==> src/rtl/alu_pipe_pkg.sv <==
// alu_pkg: op and state encodings plus flag bit positions shared by alu_pipe
// and its multiplier. Flags are packed as {Z, N, C, V}.
package alu_pkg;

    typedef enum logic [2:0] {
        ALU_ADD = 3'd0,
        ALU_SUB = 3'd1,
        ALU_AND = 3'd2,
        ALU_OR  = 3'd3,
        ALU_XOR = 3'd4,
        ALU_SLL = 3'd5,
        ALU_SRL = 3'd6,
        ALU_MUL = 3'd7
    } alu_op_e;

    typedef enum logic {
        ST_IDLE = 1'b0,
        ST_MUL  = 1'b1
    } alu_state_e;

    localparam int FLG_Z = 3;
    localparam int FLG_N = 2;
    localparam int FLG_C = 1;
    localparam int FLG_V = 0;

    function automatic logic [3:0] pack_flags(input logic z, input logic n,
                                              input logic c, input logic v);
        logic [3:0] f;
        f        = '0;
        f[FLG_Z] = z;
        f[FLG_N] = n;
        f[FLG_C] = c;
        f[FLG_V] = v;
        return f;
    endfunction

endpackage

==> src/rtl/alu_mul_seq.sv <==
// alu_mul_seq: unsigned shift-add multiplier, one partial product per cycle.
// start loads the operands; done pulses in the WIDTH-th cycle after start, with
// the final iteration folded combinationally into product so the caller can
// register it on that same edge.
module alu_mul_seq #(
    parameter int WIDTH = 16
) (
    input  logic                 clk,
    input  logic                 rst,
    input  logic                 start,
    input  logic [WIDTH-1:0]     a,
    input  logic [WIDTH-1:0]     b,
    output logic                 done,
    output logic [2*WIDTH-1:0]   product
);
    localparam int CW = $clog2(WIDTH);

    logic [2*WIDTH-1:0] mcand_q, mcand_d;
    logic [2*WIDTH-1:0] acc_q, acc_d;
    logic [WIDTH-1:0]   mplier_q, mplier_d;
    logic [CW-1:0]      cnt_q, cnt_d;
    logic               busy_q, busy_d;
    logic [2*WIDTH-1:0] sum;

    // One shift-add step per cycle; done on the last step.
    always_comb begin
        sum      = acc_q + (mplier_q[0] ? mcand_q : '0);
        done     = busy_q && (cnt_q == CW'(WIDTH - 1));
        product  = sum;
        mcand_d  = mcand_q;
        acc_d    = acc_q;
        mplier_d = mplier_q;
        cnt_d    = cnt_q;
        busy_d   = busy_q;
        if (start) begin
            mcand_d  = {{WIDTH{1'b0}}, a};
            mplier_d = b;
            acc_d    = '0;
            cnt_d    = '0;
            busy_d   = 1'b1;
        end else if (busy_q) begin
            acc_d    = sum;
            mcand_d  = mcand_q << 1;
            mplier_d = mplier_q >> 1;
            cnt_d    = cnt_q + CW'(1);
            if (done) begin
                busy_d = 1'b0;
            end
        end
    end

    // Iteration state registers.
    always_ff @(posedge clk or negedge rst) begin
        if (!rst) begin
            mcand_q  <= '0;
            acc_q    <= '0;
            mplier_q <= '0;
            cnt_q    <= '0;
            busy_q   <= 1'b0;
        end else begin
            mcand_q  <= mcand_d;
            acc_q    <= acc_d;
            mplier_q <= mplier_d;
            cnt_q    <= cnt_d;
            busy_q   <= busy_d;
        end
    end

endmodule

==> src/rtl/alu_pipe.sv <==
// alu_pipe: handshaked ALU with operand muxes, registered result/flags and a
// forwarding register. Define ALU_PIPE_MUL_EN to build the sequential
// multiplier for op 7; otherwise op 7 returns 0 with out_err set.
module alu_pipe
    import alu_pkg::*;
#(
    parameter int WIDTH = 16,
    parameter int SHW   = $clog2(WIDTH)
) (
    input  logic             clk,
    input  logic             rst,
    input  logic             in_valid,
    output logic             in_ready,
    input  logic [2:0]       op,
    input  logic             a_sel,
    input  logic             b_sel,
    input  logic [WIDTH-1:0] in_a,
    input  logic [WIDTH-1:0] in_b,
    input  logic [WIDTH-1:0] imm,
    output logic             out_valid,
    input  logic             out_ready,
    output logic [WIDTH-1:0] out_result,
    output logic [3:0]       out_flags,
    output logic             out_err
);
    alu_state_e       state_q, state_d;
    logic             out_valid_q, out_valid_d;
    logic [WIDTH-1:0] out_result_q, out_result_d;
    logic [3:0]       out_flags_q, out_flags_d;
    logic             out_err_q, out_err_d;
    logic [WIDTH-1:0] last_res_q, last_res_d;

    alu_op_e          op_e;
    logic [WIDTH-1:0] opa, opb;
    logic [SHW-1:0]   amt;
    logic [WIDTH:0]   wide;
    logic [WIDTH-1:0] alu_res;
    logic             alu_c, alu_v;
    logic             accept;

    assign op_e       = alu_op_e'(op);
    assign opa        = a_sel ? last_res_q : in_a;
    assign opb        = b_sel ? imm : in_b;
    assign amt        = opb[SHW-1:0];
    assign in_ready   = (state_q == ST_IDLE) && (!out_valid_q || out_ready);
    assign accept     = in_valid && in_ready;
    assign out_valid  = out_valid_q;
    assign out_result = out_result_q;
    assign out_flags  = out_flags_q;
    assign out_err    = out_err_q;

`ifdef ALU_PIPE_MUL_EN
    logic               mul_start;
    logic               mul_done;
    logic [2*WIDTH-1:0] mul_prod;

    alu_mul_seq #(.WIDTH(WIDTH)) u_mul (
        .clk     (clk),
        .rst     (rst),
        .start   (mul_start),
        .a       (opa),
        .b       (opb),
        .done    (mul_done),
        .product (mul_prod)
    );
`endif

    // Single-cycle datapath; shifts carry one extra bit so C is the last bit out.
    always_comb begin
        wide    = '0;
        alu_res = '0;
        alu_c   = 1'b0;
        alu_v   = 1'b0;
        case (op_e)
            ALU_ADD: begin
                wide    = {1'b0, opa} + {1'b0, opb};
                alu_res = wide[WIDTH-1:0];
                alu_c   = wide[WIDTH];
                alu_v   = (opa[WIDTH-1] == opb[WIDTH-1]) && (alu_res[WIDTH-1] != opa[WIDTH-1]);
            end
            ALU_SUB: begin
                wide    = {1'b0, opa} - {1'b0, opb};
                alu_res = wide[WIDTH-1:0];
                alu_c   = wide[WIDTH];
                alu_v   = (opa[WIDTH-1] != opb[WIDTH-1]) && (alu_res[WIDTH-1] != opa[WIDTH-1]);
            end
            ALU_AND: alu_res = opa & opb;
            ALU_OR:  alu_res = opa | opb;
            ALU_XOR: alu_res = opa ^ opb;
            ALU_SLL: begin
                wide    = {1'b0, opa} << amt;
                alu_res = wide[WIDTH-1:0];
                alu_c   = wide[WIDTH];
            end
            ALU_SRL: begin
                wide    = {opa, 1'b0} >> amt;
                alu_res = wide[WIDTH:1];
                alu_c   = wide[0];
            end
            default: alu_res = '0;
        endcase
    end

    // Control: accept, output register load/drain, forward register update.
    always_comb begin
        state_d      = state_q;
        out_valid_d  = out_valid_q;
        out_result_d = out_result_q;
        out_flags_d  = out_flags_q;
        out_err_d    = out_err_q;
        last_res_d   = last_res_q;
`ifdef ALU_PIPE_MUL_EN
        mul_start    = 1'b0;
`endif
        if (out_ready) begin
            out_valid_d = 1'b0;
        end
        case (state_q)
            ST_IDLE: begin
                if (accept) begin
                    if (op_e == ALU_MUL) begin
`ifdef ALU_PIPE_MUL_EN
                        mul_start = 1'b1;
                        state_d   = ST_MUL;
`else
                        out_valid_d  = 1'b1;
                        out_result_d = '0;
                        out_flags_d  = pack_flags(1'b1, 1'b0, 1'b0, 1'b0);
                        out_err_d    = 1'b1;
`endif
                    end else begin
                        out_valid_d  = 1'b1;
                        out_result_d = alu_res;
                        out_flags_d  = pack_flags(alu_res == '0, alu_res[WIDTH-1], alu_c, alu_v);
                        out_err_d    = 1'b0;
                        last_res_d   = alu_res;
                    end
                end
            end
            ST_MUL: begin
`ifdef ALU_PIPE_MUL_EN
                if (mul_done) begin
                    out_valid_d  = 1'b1;
                    out_result_d = mul_prod[WIDTH-1:0];
                    out_flags_d  = pack_flags(mul_prod[WIDTH-1:0] == '0, mul_prod[WIDTH-1],
                                              |mul_prod[2*WIDTH-1:WIDTH], 1'b0);
                    out_err_d    = 1'b0;
                    last_res_d   = mul_prod[WIDTH-1:0];
                    state_d      = ST_IDLE;
                end
`else
                state_d = ST_IDLE;
`endif
            end
            default: state_d = ST_IDLE;
        endcase
    end

    // State, output and forward registers.
    always_ff @(posedge clk or negedge rst) begin
        if (!rst) begin
            state_q      <= ST_IDLE;
            out_valid_q  <= 1'b0;
            out_result_q <= '0;
            out_flags_q  <= '0;
            out_err_q    <= 1'b0;
            last_res_q   <= '0;
        end else begin
            state_q      <= state_d;
            out_valid_q  <= out_valid_d;
            out_result_q <= out_result_d;
            out_flags_q  <= out_flags_d;
            out_err_q    <= out_err_d;
            last_res_q   <= last_res_d;
        end
    end

endmodule

==> config.mk <==
export PLATFORM = sky130hd
export DESIGN_NAME = alu_pipe
export DESIGN_NICKNAME = d
export VERILOG_FILES = /design/src/rtl/alu_pipe_pkg.sv /design/src/rtl/alu_mul_seq.sv /design/src/rtl/alu_pipe.sv
export SDC_FILE = /design/constraint.sdc
export NUM_CORES = 1
export LEC_CHECK = 0
export ABC_AREA = 1
export BUFFER_PORTS_ARGS = -buffer_cell sky130_fd_sc_hd__buf_2
export CORE_MARGIN = 10
export CORE_UTILIZATION = 53
export DETAILED_ROUTE_END_ITERATION = 8
export GPL_TIMING_DRIVEN = 0
export PLACE_DENSITY_LB_ADDON = 0.08
export SLEW_MARGIN = 20
export SYNTH_ARGS = -nofsm -noshare
export SYNTH_HDL_FRONTEND = slang
export SYNTH_SLANG_ARGS = --single-unit
==> constraint.sdc <==
create_clock -name clk -period 2.65 [get_ports clk]
set_input_delay 0.3975 -clock clk [delete_from_list [all_inputs] [get_ports clk]]
set_output_delay 0.3975 -clock clk [all_outputs]
set_load 0.05 [all_outputs]
## After elaboration in Yosys (flattened, before gate mapping)

Index checks and enable logic that the tools add are counted.

| word-level totals | value |
|---|---|
| bits in registers | 38 |
| input bits | 57 |
| output and inout bits | 23 |
| word-level logic and storage cells | 43 |

| operators by class | value |
|---|---|
| add/subtract/negate cells | 2 |
| eq/ne operators | 11 |
| shift operators | 2 |
| multiplexer cells | 10 |
| bitwise logic cells | 4 |
| reduce and logical (&&, ||, !) cells | 9 |

Operator list:

| operator | number |
|---|---|
| 16-bit case mux with 7 select lines | 1 |
| 16-bit 2-to-1 mux | 3 |
| 16-bit by 16-bit adder with 17-bit output | 1 |
| 16-bit by 4-bit left shift with 17-bit output | 1 |
| 17-bit by 4-bit >> shifter with 17-bit output | 1 |
| 16-bit by 16-bit subtractor with 17-bit output | 1 |
| 16-bit bitwise AND | 1 |
| 16-bit logical NOT | 1 |
| 16-bit OR | 1 |
| 16-bit XOR | 1 |
| 3-bit equality test, second input constant | 4 |
| 3-bit by 2-bit equality test with 1-bit output, second input constant | 2 |
| 4-bit 2-to-1 mux | 1 |
| 1-bit case mux with 4 select lines | 1 |
| 3-bit by 1-bit equality test with 1-bit output, second input constant | 1 |
| 1-bit logical AND | 3 |
| 3-bit logical NOT | 1 |
| 1-bit 2-to-1 mux | 3 |
| 1-bit inequality test | 3 |
| 1-bit case mux with 2 select lines | 1 |
| 2-bit AND reduction | 1 |
| 2-bit nonzero test | 1 |
| 1-bit equality test | 1 |
| 1-bit logical NOT | 1 |
| other kinds (2) | 2 |

## Logic depth before layout (Yosys ltp)

| logic depth | value |
|---|---|
| word-level depth | 6 |
| mapped depth | 24 |

## Worst setup path after synthesis

No wires, ideal clock.

| timing | value |
|---|---|
| path type | input port to flip-flop |
| start point | in b_sel |
| end point | reg out_flags_q[3] (netlist: out_flags[3]) |
| arrival time | 2.658 ns |
| slack | -0.074 ns |
| stages | 20 |
| cells stage by stage | buf_6 > inv_6 > clkbuf_1 > or2_2 > o21ai_0 > ha_1 > buf_2 > nand2_1 > inv_1 > a21oi_1 > inv_1 > a21oi_1 > nand3_1 > nand3_1 > nand3_1 > nor2_1 > nand2_1 > nor2_1 > nand3_1 > nand2_1 |

| between the ends | value |
|---|---|
| cells in the longest elaborated chain, start to end | 5 |

RTL lines:

| element | RTL line | text |
|---|---|---|
| start, declared | alu_pipe.sv:16 | `input logic b_sel,` |
| 16-bit 2-to-1 mux (*) | alu_pipe.sv:43 | `assign opb = b_sel ? imm : in_b;` |
| 16-bit by 16-bit subtractor with 17-bit output (tied with other cells) | alu_pipe.sv:82 | `wide = {1'b0, opa} - {1'b0, opb};` |
| 16-bit case mux with 7 select lines (*) | alu_pipe.sv:74 | `case (op_e)` |
| 16-bit logical NOT (*) | alu_pipe.sv:134 | `out_flags_d = pack_flags(alu_res == '0, alu_res[WIDTH-1], alu_c, alu_v);` |
| 4-bit 2-to-1 mux (*) | alu_pipe.sv:121 | `if (op_e == ALU_MUL) begin` |
| end signal, assigned | alu_pipe.sv:172 | `out_flags_q <= out_flags_d;` |
| end, declared | alu_pipe.sv:29 | `logic [3:0] out_flags_q, out_flags_d;` |

Every way passes the cells marked *; elsewhere a longest branch is shown, timed or not.
A chain may end at the register's enable or synchronous reset.

## Final worst setup path

| timing | value |
|---|---|
| start point | reg last_res_q[0] |
| end point | reg out_flags_q[3] (netlist: out_flags[3]) |

| between the ends | value |
|---|---|
| cells in the longest elaborated chain, start to end | 5 |

RTL lines:

| element | RTL line | text |
|---|---|---|
| start, declared | alu_pipe.sv:31 | `logic [WIDTH-1:0] last_res_q, last_res_d;` |
| start signal, assigned | alu_pipe.sv:174 | `last_res_q <= last_res_d;` |
| 16-bit 2-to-1 mux (*) | alu_pipe.sv:42 | `assign opa = a_sel ? last_res_q : in_a;` |
| 16-bit by 16-bit subtractor with 17-bit output (tied with other cells) | alu_pipe.sv:82 |  |
| 16-bit case mux with 7 select lines (*) | alu_pipe.sv:74 |  |
| 16-bit logical NOT (*) | alu_pipe.sv:134 |  |
| 4-bit 2-to-1 mux (*) | alu_pipe.sv:121 |  |

Marked as above.

==> results.cfg <==
[worst_setup_path]
critPathKind = flop to flop
setup.worst_path.end_class = flop
r2r_slack_ps = 40
cp_data_required_time_ps = 2890
cp_max_fo = 5
worstRegToRegCells = 20
reg2reg_to = out_flags[3]
startpoint_type = flop
cp_data_arrival_time_ps = 2850
r2r_start = last_res_q[0]

[logic_synthesis]
yosys.area.top_type = nand2_1
synthTopCellsByArea = nand2_1 26%, dfrtp_1 16%, nand3_1 13%, ha_1 11%, inv_1 7.7%
ys.flop_type = dfrtp_1
yosys.area_share.adder_pct = 11.4
yosys.area_share.xor_xnor_pct = 0.295
synth-edff-count = 0
yosysWarnings = 0
syn_area_per_cell_um2 = 5.55
ys_ff_latch = 37
synth_mux_area_share_pct = 0
ys_top_cells_by_count = 405 x nand2_1, 152 x nand3_1, 122 x inv_1, 83 x nor2_1, 51 x ha_1
synth_fp_nets = 1180
synth_cell_types = 39
syn_area_um2 = 5930
async_reset_ff_share_pct = 100
seq_area_frac_synth_pct = 15.6
yosysTopAreaCellShare_pct = 25.6
synthSimpleGateAreaFrac_pct = 49.2
synth_most_common_cell = nand2_1
synth_cells = 1070
synth_compound_area_share_pct = 11.1
synth_top_family_by_area = simple AND/OR/NAND/NOR gates

[drt]
ant_nets = 0
detail_route.wl_per_cell_um = 19.4
num_vias = 8007
drc = 0
drt_first_pass_iters = 8
finalWirelength_mm = 25.8
vias_per_cell = 6.00
drtIter0Drc = 1100

[status]
status = complete, no violations

[finish]
layout-drive-gt1-share_pct = 31.2
fill_cells = 950
antenna_cells = 0
area_growth_pct = 34.5
fin_nets = 1303

[floorplanning]
start_util_pct = 54.5
die_h_um = 126
die_area_um2 = 15800
io_pins = 80
core-area_um2 = 10900
std_cell_rows = 38
die_x_um = 126

[worst_hold_path]
hp-class = input port to asynchronous set/reset pin

[flow_run]
drv_cap = 0

[sta]
fin_skew_ps = 8.03
setup_violations = 0
fin_crit_sh_pct = 98.6
slew_headroom_pct = 45.6
max_freq_ghz = 0.383
fin_hold_ws_ps = 192
hold_viol = 0
drv_slew = 0
tns_ps = 0
final.min_clock_period_ps = 2610
worstMarginPinSlew_ps = 817

[clock_tree]
htree_levels = 2
cts_tree = done
cts.sinks = 37
cts_buffers = 5
cts_buffer_depth = 2
cts-root-buf = clkbuf_8
path_clk_slew_ps = 80
clock_latency_ps = 300
hold_buffers = 0

[global_routing]
grt_pass1_wl_mm = 37.3
grt_antenna_before_repair = 0
grt_max_degree = 38
grt-ovfl-total = 0
grt_pass1_vias = 7138
gr-usage-all-layers_pct = 28.7

[pwr]
peakVddDrop_uv = 499
power_density_nw_per_um2 = 525
leakagePower_nw = 4.32

[placement]
portBuffers = 77
dpl.hpwl_mm = 18.8
place_congestion = 1.01
[logic make-up after synthesis]
logic type               count (synthesis)
AO/OA/AOI/OAI                          119
XOR/XNOR                                 2
adder cells (fa/ha/maj)                 53
buffers and inverters                  169
flip-flops                              37
AND/OR/NAND/NOR                        690
[area by class of cell]
class	count	area [µm²]	share of cell area, %
clock buffer	6	72.6	0.909
clock inverter	2	38.8	0.486
tap	140	175	2.20
inverter	128	529	6.63
multi-input combinational	864	5120	64.2
sequential	37	926	11.6
buffer	40	377	4.72
timing repair buffer	117	742	9.30
[repair_timing]
| item | 4_1_cts | 5_1_grt |
|---|---|---|
| pin swaps | 17 | 67 |
| cloned | 0 | 3 |
| setup endpoints to repair | 29 | 19 |
| gates resized for setup | 89 | 203 |
| buffers inserted | 9 | 29 |
[critical path, cell delays in order (launching register included)]
cell,delay (ps)
dfrtp_1,370
nand2_2,70
nand2_4,120
ha_4,170
inv_2,50
fa_2,380
inv_2,110
nand3_2,110
nand2_2,110
nand2_2,70
nand2_2,70
nand3_2,100
nand2_1,100
nand2_2,60
nand3_1,90
nand3_2,130
nor2_4,140
nand2_1,60
nor2_1,90
nand3_1,80
nand2_1,80
[how the worst max path moves through the flow]
stage | start | endpoint | cells past startpoint
2_1_floorplan | b_sel | out_flags[3] | 21
5_1_grt | b_sel | out_flags[3] | 21
6_report | last_res_q[0] | out_flags[3] | 20
3_3_place_gp | b_sel | out_flags[3] | 20
4_1_cts | a_sel | out_flags[3] | 22
3_5_place_dp | b_sel | out_flags[3] | 19
[sequential cells by signal, indices dropped and copies added (netlist names)]
name        count
last_res_q     16
out_result     15
out_flags       4
out_err         1
out_valid       1
[layer usage]
metal  GRT usage [%]  share of wire [%]  routed length [µm]
met1            36.1                 39                9960
met2            45.3                 45               11700
met3            6.12                 11                2820
met4            14.6                5.2                1350
met5               0                  0                   0
[stage by stage]
| step | area (µm²) | worst slack, ps | cells | total power, W | utilization (%) |
|---|---|---|---|---|---|
| global placement | 6530 | -1020 | 1287 | 0.00292 | 59.9 |
| finish | 7980 | 38.0 | 1334 | 0.00419 | 73.3 |
| floorplan | 5970 | 3.92 | 1070 | 0.00234 | - |
| CTS | 7030 | 1.41 | 1304 | 0.00362 | 64.5 |
| global route | 7980 | -54.3 | 1334 | 0.00444 | 73.3 |
| detailed placement | 6530 | -1070 | 1287 | 0.00294 | 59.9 |
[cell usage in the layout (no fill, tap or decap), types with 3 or more instances in the layout]
master / instances
a21oi_1: 30
a21oi_2: 14
buf_2: 87
buf_4: 41
buf_6: 8
buf_8: 7
clkbuf_1: 6
clkbuf_16: 3
clkbuf_8: 5
dfrtp_1: 37
ha_1: 38
ha_4: 12
inv_1: 98
inv_2: 20
inv_4: 6
nand2_1: 350
nand2_2: 48
nand2_4: 16
nand3_1: 134
nand3_2: 14
nand3_4: 4
nand4_1: 17
nor2_1: 52
nor2_2: 23
nor2_4: 9
nor3_1: 3
o21ai_0: 24
o21ai_1: 7
o21ai_2: 13
o21ai_4: 9
o22ai_1: 11
or2_2: 9
or2_4: 4
[power breakdown]
group          switching, W  leakage (nW)  internal [W]
Sequential        0.0000672         0.473      0.000689
Combinational       0.00194          3.79      0.000987
Clock              0.000223        0.0554      0.000283
Note: power is estimated with default switching activity, not from simulation.
